--- config.mk ---
export PLATFORM = sky130hd
export DESIGN_NAME = cbx_param_ccff
export DESIGN_NICKNAME = d
export VERILOG_FILES = /design/src/rtl/cbx_param_ccff.sv
export SDC_FILE = /design/constraint.sdc
export NUM_CORES = 1
export LEC_CHECK = 0
export ABC_AREA = 1
export CORE_MARGIN = 10
export CORE_UTILIZATION = 30
export CTS_CLUSTER_SIZE = 30
export DETAILED_ROUTE_END_ITERATION = 8
export HOLD_SLACK_MARGIN = 0.05
export SLEW_MARGIN = 10
export SYNTH_ARGS = -nofsm -noshare
export SYNTH_HDL_FRONTEND = slang
export SYNTH_SLANG_ARGS = --single-unit
--- constraint.sdc ---
create_clock -name prog_clk -period 1.6 [get_ports prog_clk]
set_input_delay 0.24 -clock prog_clk [delete_from_list [all_inputs] [get_ports prog_clk]]
set_output_delay 0.24 -clock prog_clk [all_outputs]
set_load 0.005 [all_outputs]
--- src/rtl/cbx_param_ccff.sv ---
// X-channel connection block: straight-through tracks plus NUM_IPIN routing muxes whose
// selects come from a serial config chain that is copied into a shadow register on commit.
module cbx_param_ccff #(
    parameter int CHAN_W   = 20,
    parameter int NUM_IPIN = 6,
    parameter int MUX_SIZE = 8,
    parameter int STRIDE   = 6,
    parameter int CHK_LEN  = 18
) (
    input  logic                prog_clk,
    input  logic                pReset,
    input  logic                ccff_head,
    input  logic                ccff_en,
    input  logic                ccff_commit,
    input  logic [CHAN_W-1:0]   chanx_left_in,
    input  logic [CHAN_W-1:0]   chanx_right_in,
    output logic [CHAN_W-1:0]   chanx_left_out,
    output logic [CHAN_W-1:0]   chanx_right_out,
    output logic [NUM_IPIN-1:0] ipin_out,
    output logic                ccff_tail,
    output logic                cfg_valid,
    output logic                cfg_err
);

    localparam int SEL_W    = $clog2(MUX_SIZE);
    localparam int CFG_BITS = NUM_IPIN * SEL_W;
    localparam int CNT_W    = $clog2(CHK_LEN + 2);

    localparam logic [CNT_W-1:0] CNT_MAX = CNT_W'(CHK_LEN + 1);
    localparam logic [CNT_W-1:0] CNT_CHK = CNT_W'(CHK_LEN);

    typedef enum logic [1:0] {
        UNCFG   = 2'd0,
        LOADING = 2'd1,
        ACTIVE  = 2'd2
    } state_t;

    state_t              state;
    state_t              state_next;
    logic [CFG_BITS-1:0] sr;
    logic [CFG_BITS-1:0] shadow;
    logic [CNT_W-1:0]    cnt;
    logic                has_cfg;
    logic                shift_en;
    logic                commit_ok;

    assign chanx_right_out = chanx_left_in;
    assign chanx_left_out  = chanx_right_in;
    assign ccff_tail       = sr[CFG_BITS-1];

    // A commit in the same cycle as an enable suppresses the shift.
    assign shift_en  = ccff_en && !ccff_commit;
    assign commit_ok = ccff_commit && ((CHK_LEN == 0) || (cnt == CNT_CHK));

    // Configuration datapath: shift chain, shadow copy, shift counter, status flags.
    always_ff @(posedge prog_clk or negedge pReset) begin
        if (!pReset) begin
            sr      <= '0;
            shadow  <= '0;
            cnt     <= '0;
            has_cfg <= 1'b0;
            cfg_err <= 1'b0;
        end else if (ccff_commit) begin
            // NOTE: non-blocking assignments so every register samples pre-edge values,
            // which is what lets shadow capture sr in the same edge without ordering hazards.
            cnt <= '0;
            if (commit_ok) begin
                shadow  <= sr;
                has_cfg <= 1'b1;
                cfg_err <= 1'b0;
            end else begin
                cfg_err <= 1'b1;
            end
        end else if (shift_en) begin
            sr <= {sr[CFG_BITS-2:0], ccff_head};
            if (cnt != CNT_MAX) begin
                cnt <= cnt + 1'b1;
            end
        end
    end

    always_ff @(posedge prog_clk or negedge pReset) begin
        if (!pReset) begin
            state <= UNCFG;
        end else begin
            state <= state_next;
        end
    end

    always_comb begin
        // NOTE: default assignment first so no path through the case infers a latch.
        state_next = state;
        unique case (state)
            UNCFG: begin
                if (commit_ok) begin
                    state_next = ACTIVE;
                end else if (shift_en) begin
                    state_next = LOADING;
                end
            end
            LOADING: begin
                if (ccff_commit) begin
                    state_next = (commit_ok || has_cfg) ? ACTIVE : UNCFG;
                end
            end
            ACTIVE: begin
                if (shift_en) begin
                    state_next = LOADING;
                end
            end
            default: state_next = UNCFG;
        endcase
    end

    // While loading over an earlier commit, the old shadow keeps routing.
    always_comb begin
        cfg_valid = 1'b0;
        unique case (state)
            ACTIVE:  cfg_valid = 1'b1;
            LOADING: cfg_valid = has_cfg;
            default: cfg_valid = 1'b0;
        endcase
    end

    for (genvar k = 0; k < NUM_IPIN; k++) begin : g_ipin
        logic [SEL_W-1:0]    sel;
        logic [MUX_SIZE-1:0] mux_in;

        assign sel = shadow[k*SEL_W +: SEL_W];

        // Input pair j>>1 taps track (k + pair*STRIDE) mod CHAN_W; even j left, odd j right.
        for (genvar j = 0; j < MUX_SIZE; j++) begin : g_in
            localparam int TRK = (k + (j / 2) * STRIDE) % CHAN_W;
            if (j % 2 == 0) begin : g_left
                assign mux_in[j] = chanx_left_in[TRK];
            end else begin : g_right
                assign mux_in[j] = chanx_right_in[TRK];
            end
        end

        assign ipin_out[k] = (cfg_valid && (int'(sel) < MUX_SIZE)) ? mux_in[sel] : 1'b0;
    end

endmodule

==> impl_metrics.prom <==
# TYPE chip_impl_metric gauge
chip_impl_metric{name="layout.cells.non_filler",unit=""} 569
chip_impl_metric{name="post-route-drc-count",unit=""} 0
chip_impl_metric{name="core_area",unit="sq um"} 9150
chip_impl_info{name="regToRegStartpoint",value="cnt[0]"} 1
chip_impl_metric{name="via_per_inst",unit=""} 4.30
chip_impl_metric{name="synth.cell_area",unit="sq um"} 2790
chip_impl_metric{name="cts_buffers",unit=""} 5
chip_impl_metric{name="met1_length",unit="um"} 2990
chip_impl_metric{name="worst-path-max-fanout",unit=""} 7
chip_impl_metric{name="cap_viol_max_count",unit=""} 0
chip_impl_metric{name="max-slew-margin-rel",unit="%"} 62.3
chip_impl_info{name="violations",value="setup timing"} 1
chip_impl_metric{name="ctsHtreeMaxLevel",unit=""} 2
chip_impl_metric{name="syn2layout_area_growth",unit="%"} 38.2
chip_impl_info{name="criticalPathCategory",value="reg2out"} 1
chip_impl_info{name="dr.max_layer_used",value="met4"} 1
chip_impl_metric{name="place.detailed.instances",unit=""} 558
chip_impl_metric{name="antenna_diodes",unit=""} 0
chip_impl_metric{name="ant_nets",unit=""} 0
chip_impl_metric{name="power.total",unit="uW"} 3330
chip_impl_info{name="grt_setup_unrepaired",value="yes"} 1
chip_impl_metric{name="final_min_period_over_clock_period",unit="%"} 117
chip_impl_metric{name="final_worst_setup_slack",unit="ns"} -0.279
chip_impl_metric{name="place_congestion",unit=""} 0.788
chip_impl_metric{name="edff_count_synth",unit=""} 0
chip_impl_metric{name="regArea",unit="sq um"} 1130
chip_impl_metric{name="grt_pass1_wl",unit="um"} 11300
chip_impl_info{name="start_kind",value="flip-flop"} 1
chip_impl_metric{name="worst_skew_pair.late_latency",unit="ns"} 0.29
chip_impl_metric{name="cp.depth",unit=""} 7
chip_impl_metric{name="leakage_power_total",unit="uW"} 0.00181
chip_impl_info{name="ctsRootBufferMaster",value="sky130_fd_sc_hd__clkbuf_8"} 1
chip_impl_metric{name="die-area",unit="sq um"} 13500
chip_impl_metric{name="total_wire_length",unit="um"} 6890
chip_impl_info{name="worst_hold_path_type",value="in2async"} 1
chip_impl_info{name="reg2reg_to",value="cnt[2]"} 1
chip_impl_metric{name="clock-sinks",unit=""} 45
chip_impl_metric{name="ys_seq_elements",unit=""} 45
chip_impl_metric{name="asyncSetResetFlopFracSynth",unit="%"} 100
chip_impl_metric{name="starting_density_of_the_core",unit="%"} 30.4
chip_impl_metric{name="yosysSeqAreaShare",unit="%"} 40.4
chip_impl_metric{name="die_width",unit="um"} 116
chip_impl_metric{name="clock_skew",unit="ns"} 0.00261
chip_impl_metric{name="final.fill_count",unit=""} 931
chip_impl_metric{name="route.met3.wl",unit="um"} 519
chip_impl_metric{name="timing.final.hold_violations",unit=""} 0
chip_impl_info{name="synth_ff_type",value="sky130_fd_sc_hd__dfrtp_1"} 1
chip_impl_metric{name="cp.required",unit="ns"} 1.36
chip_impl_metric{name="die_y",unit="um"} 116
chip_impl_metric{name="syn-mean-instance-area",unit="sq um"} 7.29
chip_impl_info{name="cp_cell_sequence",value="inv_2, ha_4, a21boi_4, buf_12, nand2_2, nor2_2, buf_2"} 1
chip_impl_info{name="layout_common_cells",value="sky130_fd_sc_hd__nand2_1, sky130_fd_sc_hd__clkdlybuf4s50_1, sky130_fd_sc_hd__inv_1"} 1
chip_impl_metric{name="post_route_cells_drive_above_1_share",unit="%"} 14.0
chip_impl_metric{name="grt.overflow.total",unit=""} 0
chip_impl_metric{name="top_level_pins",unit=""} 94
chip_impl_metric{name="synth_cell_type_count",unit=""} 23
chip_impl_metric{name="drt_pre_antenna_iters",unit=""} 4
chip_impl_metric{name="reg2reg_setup_slack",unit="ns"} 0.19
chip_impl_info{name="crit_path_end_kind",value="primary output"} 1
chip_impl_info{name="final_common_cell",value="sky130_fd_sc_hd__nand2_1"} 1
chip_impl_metric{name="timing.critical_path.slowest_cell_delay",unit="ns"} 0.40
chip_impl_metric{name="placement_rows",unit=""} 35
chip_impl_metric{name="cp.arrival",unit="ns"} 1.64
chip_impl_metric{name="ir_worst_vdd",unit="mV"} 0.403
chip_impl_metric{name="dr.first_iter.drc_count",unit=""} 64
chip_impl_metric{name="critical_path_buffers_and_inverters",unit=""} 3
chip_impl_metric{name="number_of_antenna_violations_at_the_first_check_in_global_routing",unit=""} 0
chip_impl_metric{name="syn-num-nets",unit=""} 433
chip_impl_metric{name="power_density",unit="nW/um^2"} 864
chip_impl_metric{name="drt-wirelength-per-cell",unit="um"} 12.1
chip_impl_info{name="status",value="finished, violations left"} 1
chip_impl_metric{name="cts_max_path_buffers",unit=""} 2
chip_impl_metric{name="port_buffers",unit=""} 93
chip_impl_metric{name="routed-wl-met2",unit="um"} 3300
chip_impl_metric{name="slew_viol_final",unit=""} 0
chip_impl_info{name="cp_top_family",value="flip-flops"} 1
chip_impl_metric{name="first_global_vias",unit=""} 2432
chip_impl_info{name="cts_tree",value="built"} 1
chip_impl_metric{name="globalRouteTotalUtil",unit="%"} 10.1
chip_impl_metric{name="synth_cells",unit=""} 382
chip_impl_metric{name="r2r_cell_count",unit=""} 7
chip_impl_info{name="critical-path-slowest-cell",value="sky130_fd_sc_hd__dfrtp_1"} 1
chip_impl_metric{name="yosys_warnings",unit=""} 0
chip_impl_metric{name="worst-slew-pin-transition",unit="ns"} 0.560
chip_impl_metric{name="timing.final.setup_violations",unit=""} 7
chip_impl_metric{name="clk_pin_slew_worst_paths",unit="ns"} 0.08
chip_impl_metric{name="post-dp-hpwl",unit="um"} 5380
chip_impl_metric{name="layout.nets",unit=""} 508
chip_impl_metric{name="layout_min_cycle_time",unit="ns"} 1.88
chip_impl_metric{name="routed-via-count",unit=""} 2444
chip_impl_metric{name="maximum_number_of_pins_on_one_net_before_global_route_repair",unit=""} 38
chip_impl_metric{name="timing.fmax",unit="MHz"} 532
chip_impl_metric{name="multiInputGateArea",unit="sq um"} 1150
-- registers in the layout, indices dropped and copies added (netlist names) --
signal and count:
cfg_err 1, cnt 5, has_cfg 1, shadow 18, sr 18, state 2
-- repair_timing --
action	4_1_cts	5_1_grt
resized for setup	33	13
gates cloned	0	0
hold buffers	1	0
endpoints found under the hold margin	15	0
setup buffers	1	1
pin swaps	1	4
endpoints found under the setup margin	7	9
-- cell usage after synthesis, types with 2 or more instances --
master	count	area, sq um
sky130_fd_sc_hd__nand2_1	116	435
sky130_fd_sc_hd__buf_2	3	15.0
sky130_fd_sc_hd__nand3_1	23	115
sky130_fd_sc_hd__nor2_1	25	93.8
sky130_fd_sc_hd__ha_1	6	75.1
sky130_fd_sc_hd__nand4_1	2	12.5
sky130_fd_sc_hd__inv_1	57	214
sky130_fd_sc_hd__o21ai_2	10	87.6
sky130_fd_sc_hd__buf_6	3	33.8
sky130_fd_sc_hd__dfrtp_1	45	1130
sky130_fd_sc_hd__o21ai_0	31	155
sky130_fd_sc_hd__buf_4	40	300
sky130_fd_sc_hd__nor2_2	2	12.5
sky130_fd_sc_hd__o21ai_1	7	35.0
sky130_fd_sc_hd__a21oi_1	4	20.0
-- cell families after synthesis --
| group | Yosys count | share of synthesized area (%) |
|---|---|---|
| flip-flops | 45 | 40.4 |
| AND/OR/NAND/NOR | 170 | 24.5 |
| XOR/XNOR | 1 | 0.314 |
| adder cells (fa/ha/maj) | 6 | 2.69 |
| buffers and inverters | 105 | 20.5 |
| AO/OA/AOI/OAI | 55 | 11.6 |
-- cell type report --
| cell class | count | area share, % |
|---|---|---|
| tap | 111 | 3.61 |
| clock buffer | 6 | 1.88 |
| multi-input combinational | 232 | 29.9 |
| clock inverter | 2 | 1.01 |
| timing repair buffer | 115 | 28.8 |
| sequential | 45 | 29.2 |
| inverter | 58 | 5.65 |
-- how the worst max path moves through the flow --
stage | startpoint | slack [ns] | end
4_1_cts | state[0] | -0.27 | ipin_out[1]
3_3_place_gp | state[0] | -0.32 | ipin_out[4]
6_report | state[0] | -0.28 | ipin_out[0]
3_5_place_dp | state[0] | -0.36 | ipin_out[1]
5_1_grt | state[0] | -0.38 | ipin_out[0]
2_1_floorplan | state[1] | 0.18 | ipin_out[0]
-- power breakdown --
| group | internal (uW) | switching, uW |
|---|---|---|
| combinational | 614 | 536 |
| clock | 469 | 382 |
| sequential | 1250 | 70.4 |
-- metal layers --
metal	vias up	track usage [%]
li1	1292	-
met1	1088	11.3
met2	57	17.9
met3	7	2.88
met4	0	3.25
met5	-	0
-- stage by stage --
| step | util, % | hold WS [ns] | setup TNS [ns] | cell area, sq um | worst slack, ns |
|---|---|---|---|---|---|
| 2_1_floorplan | - | -0.0556 | 0 | 2790 | 0.184 |
| 3_3_place_gp | 40.2 | 0.191 | -2.03 | 3680 | -0.322 |
| 3_5_place_dp | 40.2 | 0.200 | -2.34 | 3680 | -0.362 |
| 4_1_cts | 41.6 | 0.405 | -1.77 | 3800 | -0.266 |
| 5_1_grt | 42.1 | 0.428 | -2.52 | 3850 | -0.379 |
| 6_report | 42.1 | 0.393 | -1.83 | 3850 | -0.279 |
Power figures use the tool's default switching activity.
